File: config.mk
export PLATFORM = sky130hd
export DESIGN_NAME = acc_control_unit
export DESIGN_NICKNAME = d
export VERILOG_FILES = /design/src/rtl/acc_cpu_pkg.sv /design/src/rtl/acc_alu.sv /design/src/rtl/acc_control_unit.sv
export SDC_FILE = /design/constraint.sdc
export NUM_CORES = 1
export LEC_CHECK = 0
export CAP_MARGIN = 20
export CORE_UTILIZATION = 30
export CTS_CLUSTER_DIAMETER = 200
export DETAILED_ROUTE_END_ITERATION = 6
export GPL_TIMING_DRIVEN = 0
export SLEW_MARGIN = 5
export SYNTH_ARGS = -nofsm -noshare
export SYNTH_HDL_FRONTEND = slang
export SYNTH_HIERARCHICAL = 1
export SYNTH_SLANG_ARGS = --single-unit
File: constraint.sdc
create_clock -name clk -period 4.1 [get_ports clk]
set_input_delay 0.82 -clock clk [delete_from_list [all_inputs] [get_ports clk]]
set_output_delay 0.82 -clock clk [all_outputs]
set_load 0.05 [all_outputs]
File: src/rtl/acc_cpu_pkg.sv
// ============================================================================
// Module   : acc_cpu_pkg
// Purpose  : Shared opcode/state encodings and instruction field slices for
//            the accumulator CPU control path.
// Revision : 1.0 - initial release
// ============================================================================
`default_nettype none

package acc_cpu_pkg;

    localparam int OP_HI = 15;
    localparam int OP_LO = 12;
    localparam int A_HI  = 11;

    typedef enum logic [3:0] {
        OP_NOP   = 4'h0,
        OP_LOAD  = 4'h1,
        OP_STORE = 4'h2,
        OP_ADD   = 4'h3,
        OP_SUB   = 4'h4,
        OP_JMP   = 4'h5,
        OP_JZ    = 4'h6,
        OP_JN    = 4'h7,
        OP_HALT  = 4'hF
    } opcode_t;

    typedef enum logic [2:0] {
        FETCH  = 3'd0,
        DECODE = 3'd1,
        MEM    = 3'd2,
        EXEC   = 3'd3,
        HALT   = 3'd4
    } state_t;

    function automatic logic is_arith(input opcode_t op);
        return (op == OP_LOAD) || (op == OP_ADD) || (op == OP_SUB);
    endfunction

endpackage

`default_nettype wire

File: src/rtl/acc_alu.sv
// ============================================================================
// Module   : acc_alu
// Purpose  : Combinational LOAD/ADD/SUB result for the accumulator.
// Revision : 1.0 - initial release
// ============================================================================
`default_nettype none

module acc_alu
    import acc_cpu_pkg::*;
#(
    parameter int DATA_W = 16
) (
    input  opcode_t             op_i,
    input  logic [DATA_W-1:0]   acc_i,
    input  logic [DATA_W-1:0]   operand_i,
    output logic [DATA_W-1:0]   result_o
);

    // Carry and borrow fall off the top; arithmetic wraps modulo 2^DATA_W.
    always_comb begin
        result_o = '0;
        case (op_i)
            OP_LOAD: result_o = operand_i;
            OP_ADD:  result_o = acc_i + operand_i;
            OP_SUB:  result_o = acc_i - operand_i;
            default: result_o = '0;
        endcase
    end

endmodule

`default_nettype wire

File: src/rtl/acc_control_unit.sv
// ============================================================================
// Module   : acc_control_unit
// Purpose  : Multi-cycle fetch/decode/memory/execute sequencer driving the
//            accumulator, the program counter and a req/ack memory port.
// Revision : 1.0 - initial release
// ============================================================================
`default_nettype none

module acc_control_unit
    import acc_cpu_pkg::*;
#(
    parameter int ADDR_W = 16,
    parameter int DATA_W = 16
) (
    input  logic                clk,
    input  logic                reset,
    input  logic [ADDR_W-1:0]   pc,
    input  logic [DATA_W-1:0]   acc,
    output logic                pc_adv,
    output logic                jump,
    output logic [ADDR_W-1:0]   jump_addr,
    output logic                acc_load,
    output logic [DATA_W-1:0]   data_in,
    output logic                mem_req,
    output logic                mem_we,
    output logic [ADDR_W-1:0]   mem_addr,
    output logic [DATA_W-1:0]   mem_wdata,
    input  logic [DATA_W-1:0]   mem_rdata,
    input  logic                mem_ack,
    output logic                halted,
    output logic                illegal
);

    state_t              state_q;
    logic [DATA_W-1:0]   ir_q;
    logic [DATA_W-1:0]   opnd_q;
    logic                mem_req_q;
    logic                mem_we_q;
    logic [ADDR_W-1:0]   mem_addr_q;
    logic [DATA_W-1:0]   mem_wdata_q;
    logic                halted_q;
    logic                illegal_q;

    opcode_t             w_op;
    logic [ADDR_W-1:0]   w_a_ext;
    logic                w_exec;
    logic                w_take;
    logic [DATA_W-1:0]   data_in_d;

    assign w_op    = opcode_t'(ir_q[OP_HI:OP_LO]);
    assign w_a_ext = ADDR_W'(ir_q[A_HI:0]);
    assign w_exec  = (state_q == EXEC);

    acc_alu #(
        .DATA_W    (DATA_W)
    ) u_alu (
        .op_i      (w_op),
        .acc_i     (acc),
        .operand_i (opnd_q),
        .result_o  (data_in_d)
    );

    // Branch decision uses acc as seen during EXEC itself.
    always_comb begin
        w_take = 1'b0;
        case (w_op)
            OP_JMP:  w_take = 1'b1;
            OP_JZ:   w_take = (acc == '0);
            OP_JN:   w_take = acc[DATA_W-1];
            default: w_take = 1'b0;
        endcase
    end

    assign jump      = w_exec & w_take;
    assign jump_addr = jump ? w_a_ext : '0;
    assign pc_adv    = w_exec & ~w_take;
    assign acc_load  = w_exec & is_arith(w_op);
    assign data_in   = acc_load ? data_in_d : '0;

    assign mem_req   = mem_req_q;
    assign mem_we    = mem_we_q;
    assign mem_addr  = mem_addr_q;
    assign mem_wdata = mem_wdata_q;
    assign halted    = halted_q;
    assign illegal   = illegal_q;

    always_ff @(posedge clk) begin
        if (!reset) begin
            state_q     <= FETCH;
            ir_q        <= '0;
            opnd_q      <= '0;
            mem_req_q   <= 1'b0;
            mem_we_q    <= 1'b0;
            mem_addr_q  <= '0;
            mem_wdata_q <= '0;
            halted_q    <= 1'b0;
            illegal_q   <= 1'b0;
        end else begin
            case (state_q)
                FETCH: begin
                    // First cycle only sets up the request; ack is honoured once it is visible.
                    if (!mem_req_q) begin
                        mem_req_q   <= 1'b1;
                        mem_we_q    <= 1'b0;
                        mem_addr_q  <= pc;
                        mem_wdata_q <= acc;
                    end else if (mem_ack) begin
                        ir_q        <= mem_rdata;
                        mem_req_q   <= 1'b0;
                        mem_we_q    <= 1'b0;
                        mem_addr_q  <= '0;
                        mem_wdata_q <= '0;
                        state_q     <= DECODE;
                    end
                end
                DECODE: begin
                    case (w_op)
                        OP_NOP, OP_JMP, OP_JZ, OP_JN:
                            state_q <= EXEC;
                        OP_LOAD, OP_STORE, OP_ADD, OP_SUB:
                            state_q <= MEM;
                        OP_HALT: begin
                            halted_q <= 1'b1;
                            state_q  <= HALT;
                        end
                        default: begin
                            illegal_q <= 1'b1;
                            halted_q  <= 1'b1;
                            state_q   <= HALT;
                        end
                    endcase
                end
                MEM: begin
                    if (!mem_req_q) begin
                        mem_req_q   <= 1'b1;
                        mem_we_q    <= (w_op == OP_STORE);
                        mem_addr_q  <= w_a_ext;
                        mem_wdata_q <= acc;
                    end else if (mem_ack) begin
                        opnd_q      <= mem_rdata;
                        mem_req_q   <= 1'b0;
                        mem_we_q    <= 1'b0;
                        mem_addr_q  <= '0;
                        mem_wdata_q <= '0;
                        state_q     <= EXEC;
                    end
                end
                EXEC:    state_q <= FETCH;
                HALT:    state_q <= HALT;
                default: state_q <= FETCH;
            endcase
        end
    end

endmodule

`default_nettype wire
Word level (Yosys, flattened, before mapping). Cells that the tools add are included.

Register bits after elaboration: 71. Bits of input ports: 51.

$add $sub $neg: 2. Equal/unequal tests: 17. Muxes and demuxes: 22. Bitwise gates (word level): 6. Reductions and logical operators: 17.

Operators with widths (count): $mux W16 (6); $pmux W16 S3 (1); $pmux W16 S2 (1); $add A16 B16 Y16 (1); $eq A4 B3 Y1 const B (4); $logic_not A16 Y1 (1); $sub A16 B16 Y16 (1); $mux W12 (1); $mux W3 (4); $pmux W3 S4 (1); $ne A2 B2 Y1 const B (5); $reduce_or A9 Y1 (1); $eq A4 B2 Y1 const B (2); $reduce_or A4 Y1 (2); $reduce_or A8 Y1 (1); $eq A3 B2 Y1 const B (2); $pmux W3 S2 (1); $reduce_and A2 Y1 (3); $reduce_and A3 Y1 (2); $mux W1 (5); $eq A4 B1 Y1 const B (1); $eq A4 B4 Y1 const B (1); $logic_not A4 Y1 (1); $reduce_and A4 Y1 (1); other kinds (10) (15).

Depth between registers and ports, before layout. Gate-level depths: netlist (run 1).

Word-level depth: 5. Mapped depth: 16.

By module. Netlist (run 1), hierarchy kept.

Modules (own cells, without submodules): acc_control_unit (times used 1, cells each 343, area each 3086.7 um^2, sequential area each 1421.4 um^2); acc_alu (times used 1, cells each 181, area each 1239.9 um^2, sequential area each 0.0 um^2).

Worst setup path before layout (run 1). No wires, ideal clock.

Kind: flip-flop to output port. Start: reg ir_q[12]. End: out data_in[13]. Arrival: 3.131 ns. Slack: 0.149 ns. Cell stages (with the launch flop): 15. Buffers on the path: 1. Cell sequence: dfxtp_1 nand2b_1 or3_1 clkbuf_1 o31ai_1 xor2_1 ha_1 o211ai_1 a21oi_1 nor2b_1 o21ai_1 a31oi_1 or4_1 nand3_1 and2_1.

RTL lines: from (decl) (line acc_control_unit.sv:35) `logic [DATA_W-1:0] ir_q;`; from (signal assigned) (line acc_control_unit.sv:108) `ir_q <= mem_rdata;`; $eq A4 B3 Y1 (tied with other cells) (line acc_alu.sv:22) `case (op_i)`; $pmux W16 S3 * (line acc_alu.sv:22); named net data_in_d[13] (line acc_control_unit.sv:48) `logic [DATA_W-1:0] data_in_d;`; $mux W16 * (line acc_control_unit.sv:78) `assign data_in = acc_load ? data_in_d : '0;`; to (decl) (line acc_control_unit.sv:23) `output logic [DATA_W-1:0] data_in,`.

Mark *: on every way through the listed nets, which the timed path passes. The rest lies on a longest branch.

Worst setup path after layout (run 1).
Start: reg opnd_q[4]. End: out data_in[14].

Word-level cells in the longest chain between the ends: 3.

RTL lines: from (decl) (line acc_control_unit.sv:36) `logic [DATA_W-1:0] opnd_q;`; from (signal assigned) (line acc_control_unit.sv:140) `opnd_q <= mem_rdata;`; $sub A16 B16 Y16 or $add A16 B16 Y16 (tied branches) (line acc_alu.sv:25, acc_alu.sv:24); $pmux W16 S3 * (line acc_alu.sv:22); named net data_in_d[14] (line acc_control_unit.sv:48); $mux W16 * (line acc_control_unit.sv:78).

Marks and branches as above.

==> qor.csv, run 1 <==
metric,value,unit
"Req. time, crit path",3.28,ns
global-route wire length before repair,21900,microns
detailed-route wire length,13600,microns
DRT Pass-1 Iters,4,
initial antenna violation count,0,
clock tree buffer depth,2,
total number of vias,4280,
failing checks,negative setup slack,
Synth cell types,58,
sequential area share after synthesis,0.329,
Crit. Startpoint,opnd_q[4]$_SDFFE_PN0P_,
DIE AREA,0.0149,sq mm
actual slew at the worst max-slew pin,0.828,ns
Clock Pin Slew Worst Setup and Hold Paths,0.06,ns
CTS sink count,71,
H-tree levels,3,
largest net degree at the start of global routing,14,
skew final,0.00941,ns
Syn Area/Cell,8.26,sq um
final RePlAce weighted congestion,0.893,
clock tree from TritonCTS,done,
vias in the first global route,4365,
most common flop cell mapped by yosys,dfxtp_1,
PwrDens,356,mW/mm^2
growth of design area from synthesis to finish,48.1,%
I/O pins,122,
DP Worst Slack,-0.817,ns
Vias/cell,4.99,
max-slew violations,0,
Initial Utilization,0.309,
CTS root buf,clkbuf_16,
# fillers,1351,
Final setup violation count,5,
total congestion overflow,0,
fmax,230,MHz
IO Port Bufs,117,
Detailed Place HPWL,10400,microns
number of remaining DRC errors,0,
die height,122,microns
Clock Latency Late Sink,0.35,ns
most frequent cells in the layout,"92 x nand2_1, 89 x clkdlybuf4s50_1, 62 x dfxtp_1",
post-synthesis register bit count,71,
Final period util,1.06,
Reg area,0.00145,sq mm
die width,122,microns
asr flop ratio synth,0,
final hold violations,0,
synth top area cells,"dfxtp_1 33%, nand2_1 8.2%, a21boi_0 4.7%, ha_1 4.6%, and2_1 4.3%",
RSZ-0062 raised after global routing,yes,
critical path data arrival time,3.52,ns
Initial DRC Count,228,
share of the synthesized area in the top cell type,0.329,
"critical path fanouts, max",4,
Startpoint Class,register,
instance count of the mapped netlist,524,
"commonest non-fill, non-tap cell in the layout",nand2_1,
post-route ant nets,0,
row count,43,
LEAKAGE,2.43,nW
TritonCTS Buffers,9,
Total Nets Final,741,
post-synth top area cell,dfxtp_1,
layout cells sized above 1,0.190,
Overall Global Routing Usage,0.190,
crit path time final,4.34,ns
max_cap viols,0,
worst min path class,reg2reg,
CP Capture Type,primary output,
synthesized area,0.00433,sq mm
yosys warns,6,
n_diodes,0,
number of synthesized flops with an enable pin,0,
placeable core area,0.0140,sq mm
"Worst Path Class, Setup",reg2out,
run status,"finished, violations left",
Total Power,0.00228,W
R2R Path Start,mem_req$_SDFFE_PN0P_,
area of the multi-input gates,0.00295,sq mm
Slew headroom,0.443,
hold_sp,mem_we$_SDFFE_PN0P_,
hold-fix buffers at CTS,0,
WL/cell,15.9,microns
worst setup margin,-0.240,ns
VDD IR-drop max,0.000213,V
==> worst max-delay path: stages, from the launching register on <==
cell	delay [ns]
dfxtp_4	0.36
nor4_4	0.30
nor4b_4	0.37
buf_4	0.18
nor2_2	0.03
xnor2_1	0.12
ha_1	0.37
inv_2	0.08
o21bai_1	0.07
a21o_1	0.18
o211ai_1	0.29
o221ai_1	0.20
xnor2_1	0.25
o21ai_1	0.08
and2_1	0.16
buf_6	0.15
==> registers in the layout (all words and copies together), names as in the netlist <==
| name | cells |
|---|---|
| illegal | 1 |
| opnd_q | 16 |
| state_q | 3 |
| ir_q | 16 |
| mem_wdata | 16 |
| halted | 1 |
| mem_addr | 16 |
| mem_we | 1 |
| mem_req | 1 |
==> path summary, 6_finish.rpt <==
check | endpoint | slack, ns | cells after the start
setup / recovery | data_in[14] | -0.24 | 15
hold / removal | mem_we$_SDFFE_PN0P_ | 0.47 | 2
setup reg to reg | mem_addr[9]$_SDFFE_PN0P_ | 2.03 | 6
hold reg to reg | mem_we$_SDFFE_PN0P_ | 0.47 | 2
==> per-stage QoR <==
| step | cell area [sq um] | std cells | util | hold WS (ns) | TNS (ns) |
|---|---|---|---|---|---|
| 3_5_place_dp | 5730 | 824 | 0.410 | 0.447 | -11.26 |
| 6_report | 6410 | 858 | 0.458 | 0.467 | -0.802 |
| 5_1_grt | 6410 | 858 | 0.458 | 0.484 | -2.05 |
| 2_1_floorplan | 4340 | 527 | - | 0.448 | 0 |
| 4_1_cts | 6230 | 852 | 0.446 | 0.472 | -0.574 |
| 3_3_place_gp | 5730 | 824 | 0.410 | 0.450 | -11.18 |
==> layer usage <==
metal  vias to the layer above  track usage  wire (microns)
met2                       139        0.313            6410
met5                         -            0               0
met1                      1993        0.226            5930
met4                         0       0.0625             276
li1                       2125            -               -
met3                        23       0.0712            1030
==> final cells by class <==
| type | count | share of cell area |
|---|---|---|
| flip-flops and latches | 71 | 0.226 |
| inverters | 11 | 0.00645 |
| multi-input cells | 413 | 0.460 |
| well taps | 180 | 0.0352 |
| repair buffers | 136 | 0.200 |
| clock buffers | 11 | 0.0363 |
| plain buffers | 31 | 0.0238 |
| clock inverters | 5 | 0.0127 |
==> Yosys cell counts, types with 2 or more instances <==
master,instances
and2_1,30
a21boi_1,8
nor2_1,13
o21bai_1,2
o211ai_1,3
inv_1,11
xnor2_1,12
ha_1,16
nand4_1,4
xor2_1,13
nand2_1,94
clkbuf_1,18
a21oi_1,18
nor3b_1,3
buf_2,8
nor2b_1,29
nand2b_1,9
nor4_1,6
o31ai_1,5
o211a_1,2
nor4_4,2
nor3_1,3
and3_1,2
o21ai_1,13
a21o_1,2
a21boi_0,27
o21ai_0,12
or3_1,2
or4_1,3
o2bb2ai_1,12
mux2i_1,14
nand3_1,8
dfxtp_1,71
buf_4,5
a22oi_1,20
nor3_2,2
==> cells by family (layout without fill, tap and decap cells) <==
group,count (synthesis),in the layout,share of synthesized area
other,1,4,0.000867
AOI/OAI and AO/OA,135,135,0.217
adders and majority gates,17,17,0.0509
and+or+nand+nor,217,217,0.270
buffers and inverters,43,194,0.0457
muxes,14,14,0.0324
xor gates and xnor gates,26,26,0.0544
DFF,71,71,0.329
==> power by group <==
group          total (W)  switching (W)  internal (W)
sequential      0.000764      0.0000326      0.000732
combinational   0.000683       0.000396      0.000287
clock           0.000835       0.000302      0.000534
total            0.00228       0.000730       0.00155
==> what timing repair did <==
item,CTS,global route
pin swaps,19,18
setup endpoints to repair,28,28
setup buffers,13,6
resized for setup,103,72
No activity file was read; power rests on OpenSTA's default activity.
==> inputs of run 2 (changes only) <==
--- a/config.mk
+++ b/config.mk
@@ -13,5 +13,4 @@
 export SLEW_MARGIN = 5
 export SYNTH_ARGS = -nofsm -noshare
 export SYNTH_HDL_FRONTEND = slang
-export SYNTH_HIERARCHICAL = 1
 export SYNTH_SLANG_ARGS = --single-unit
==> run 2 against run 1 <==
Against the previous run:
- the flow still finishes with violations (negative setup slack)
- sequential cell count unchanged
- synthesized cell count is 1.7% lower
- clock power increased by 3.0%
- core utilization rose by 0.78 points
- first-iteration DRC count grew 0.44%
- sequential power about the same
- non-clock buffer count fell by 5
- combinational power is 3% higher
- critical endpoint is now data_in[15]
- largest cell class unchanged
- maximum frequency down 6.0%
- final area down 2.2%
==> qor.csv, run 2 <==
metric,value,unit
initial antenna violation count,0,
post-synth top area cell,dfxtp_1,
worst min path class,reg2reg,
commonest cells in the netlist,"84 x nand2_1, 71 x dfxtp_1, 39 x nor2b_1",
Detailed Place HPWL,10600,microns
die height,120,microns
PwrDens,371,mW/mm^2
Startpoint Class,register,
"Req. time, crit path",3.28,ns
Final period util,1.13,
WL/cell,16.5,microns
CTS root buf,clkbuf_16,
DIE AREA,0.0145,sq mm
clock tree from TritonCTS,done,
die width,120,microns
Final setup violation count,13,
worst r2r path cells,7,
Total Nets Final,728,
number of remaining DRC errors,0,
Vias/cell,5.07,
actual slew at the worst max-slew pin,0.719,ns
vias in the first global route,4216,
n_diodes,0,
IO Port Bufs,116,
"Worst Path Class, Setup",reg2out,
share of the synthesized area in the top cell type,0.339,
instance count of the mapped netlist,515,
post-route ant nets,0,
global-route wire length before repair,21900,microns
synth top area cells,"dfxtp_1 34%, nand2_1 7.5%, a22oi_1 6.8%, a21boi_0 5.9%, nor2b_1 5.8%",
Overall Global Routing Usage,0.196,
CTS sink count,71,
final RePlAce weighted congestion,0.880,
Syn Area/Cell,8.14,sq um
I/O pins,122,
Slew headroom,0.516,
final setup TNS,-1.56,ns
clock tree buffer depth,2,
Hold Worst Slack,0.490,ns
"critical path fanouts, max",5,
row count,42,
CP Capture Type,primary output,
post-synthesis register bit count,71,
Reg2Reg Setup Slack,1.85,ns
number of synthesized flops with an enable pin,0,
cell area after layout,0.00627,sq mm
Synth cell types,50,
synthesized area,0.00419,sq mm
VDD IR-drop max,0.000304,V
crit path time final,4.62,ns
growth of design area from synthesis to finish,49.4,%
layout cells sized above 1,0.176,
"commonest non-fill, non-tap cell in the layout",clkdlybuf4s50_1,
RSZ-0062 raised after global routing,yes,
H-tree levels,3,
Crit. Startpoint,opnd_q[2]$_SDFFE_PN0P_,
DP Worst Slack,-0.989,ns
final hold violations,0,
detailed-route wire length,13900,microns
skew final,0.00746,ns
run status,"finished, violations left",
yosys warns,0,
asr flop ratio synth,0,
failing checks,negative setup slack,
Critical Path Sink,data_in[15],
Clock Latency Late Sink,0.34,ns
most common flop cell mapped by yosys,dfxtp_1,
FF-to-FF End,ir_q[15]$_SDFFE_PN0P_,
total number of vias,4267,
largest net degree at the start of global routing,15,
worst setup margin,-0.518,ns
hold-fix buffers at CTS,0,
placeable core area,0.0135,sq mm
Clock Pin Slew Worst Setup and Hold Paths,0.05,ns
max_cap viols,0,
max-slew violations,0,
fmax,217,MHz
LEAKAGE,2.30,nW
sequential area share after synthesis,0.339,
"count leader, synth",nand2_1,
Initial DRC Count,229,
total congestion overflow,0,
Initial Utilization,0.312,
DRT Pass-1 Iters,5,
Placed Area,0.00562,sq mm
R2R Path Start,state_q[0]$_SDFFE_PN0P_,
critical path data arrival time,3.80,ns
TritonCTS Buffers,9,
most frequent cells in the layout,"89 x clkdlybuf4s50_1, 81 x nand2_1, 65 x dfxtp_1, 38 x a22oi_1, 37 x nor2b_1",
[run 2: changes by cell type after synthesis, moves of 7 or more]
cell       previous run  this run
a22oi_1              20        38
and2_1               30        12
nor2_1               13        27
mux2_2                0        12
mux2i_1              14         2
o2bb2ai_1            12         0
o21ai_1              13         2
nand2_1              94        84
nor2b_1              29        39
a21boi_1              8         0
buf_2                 8         1
clkbuf_1             18        25
nand2b_1              9         2
[run 2: kinds of logic after synthesis]
kind of cell    after synthesis  share of synthesized area
buf+inv                      45                     0.0459
compound gates              142                      0.233
fa+ha+maj                    17                     0.0525
other cells                   1                   0.000894
simple gates                197                      0.232
xor+xnor                     28                     0.0603
flops                        71                      0.339
mux                          14                     0.0370
[run 2: worst min-delay path by stage]
stage,depth (start not counted),slack [ns],to,start
CTS,2,0.49,ir_q[5]$_SDFFE_PN0P_,ir_q[5]$_SDFFE_PN0P_
global route,2,0.51,ir_q[5]$_SDFFE_PN0P_,ir_q[5]$_SDFFE_PN0P_
global placement,1,0.46,halted$_SDFFE_PN0P_,halted$_SDFFE_PN0P_
floorplan,2,0.45,ir_q[10]$_SDFFE_PN0P_,ir_q[10]$_SDFFE_PN0P_
finish,2,0.49,ir_q[4]$_SDFFE_PN0P_,ir_q[4]$_SDFFE_PN0P_
detailed placement,1,0.47,halted$_SDFFE_PN0P_,halted$_SDFFE_PN0P_
[run 2: cell type report]
| cell class | instances | area [sq um] |
|---|---|---|
| Buffer | 30 | 146 |
| Clock buffer | 9 | 225 |
| Clock inverter | 7 | 105 |
| Fill cell | 1370 | 7190 |
| Inverter | 14 | 52.6 |
| Multi-Input combinational cell | 402 | 2820 |
| Sequential cell | 71 | 1430 |
| Tap cell | 176 | 220 |
| Timing Repair Buffer | 132 | 1270 |
[run 2: metrics by stage]
stage / util / power, W / instances
after floorplan: - / 0.00119 / 518
after global placement: 0.417 / 0.00138 / 810
after detailed placement: 0.418 / 0.00140 / 811
after CTS: 0.462 / 0.00233 / 839
after global routing: 0.466 / 0.00243 / 841
final: 0.466 / 0.00233 / 841
[run 2: timing repair]
action,CTS,global route
pin swaps,18,3
gates resized for setup,138,33
setup buffers,13,1
endpoints found under the setup margin,28,26
gates cloned,0,0
[run 2: critical path, cell delays in order (launching register included)]
cell,delay [ns]
dfxtp_4,0.35
or4_4,0.58
nor4_4,0.21
nand2_1,0.13
nand2_1,0.10
xor2_1,0.18
ha_2,0.33
a21o_1,0.19
a211o_1,0.29
o32a_1,0.35
xnor2_1,0.14
or3_1,0.35
o21ai_4,0.09
buf_8,0.16
[run 2: metal layers]
layer / vias to the layer above / part of all wire / GRT usage
met4: 0 / 0.015 / 0.0594
li1: 2099 / - / -
met5: - / 0 / 0
met3: 14 / 0.071 / 0.0542
met2: 135 / 0.46 / 0.323
met1: 2019 / 0.45 / 0.247
[run 2: where the power goes]
part	switching [W]	internal, W
Sequential	0.0000304	0.000733
Combinational	0.000404	0.000299
Clock	0.000320	0.000541
Total	0.000754	0.00157
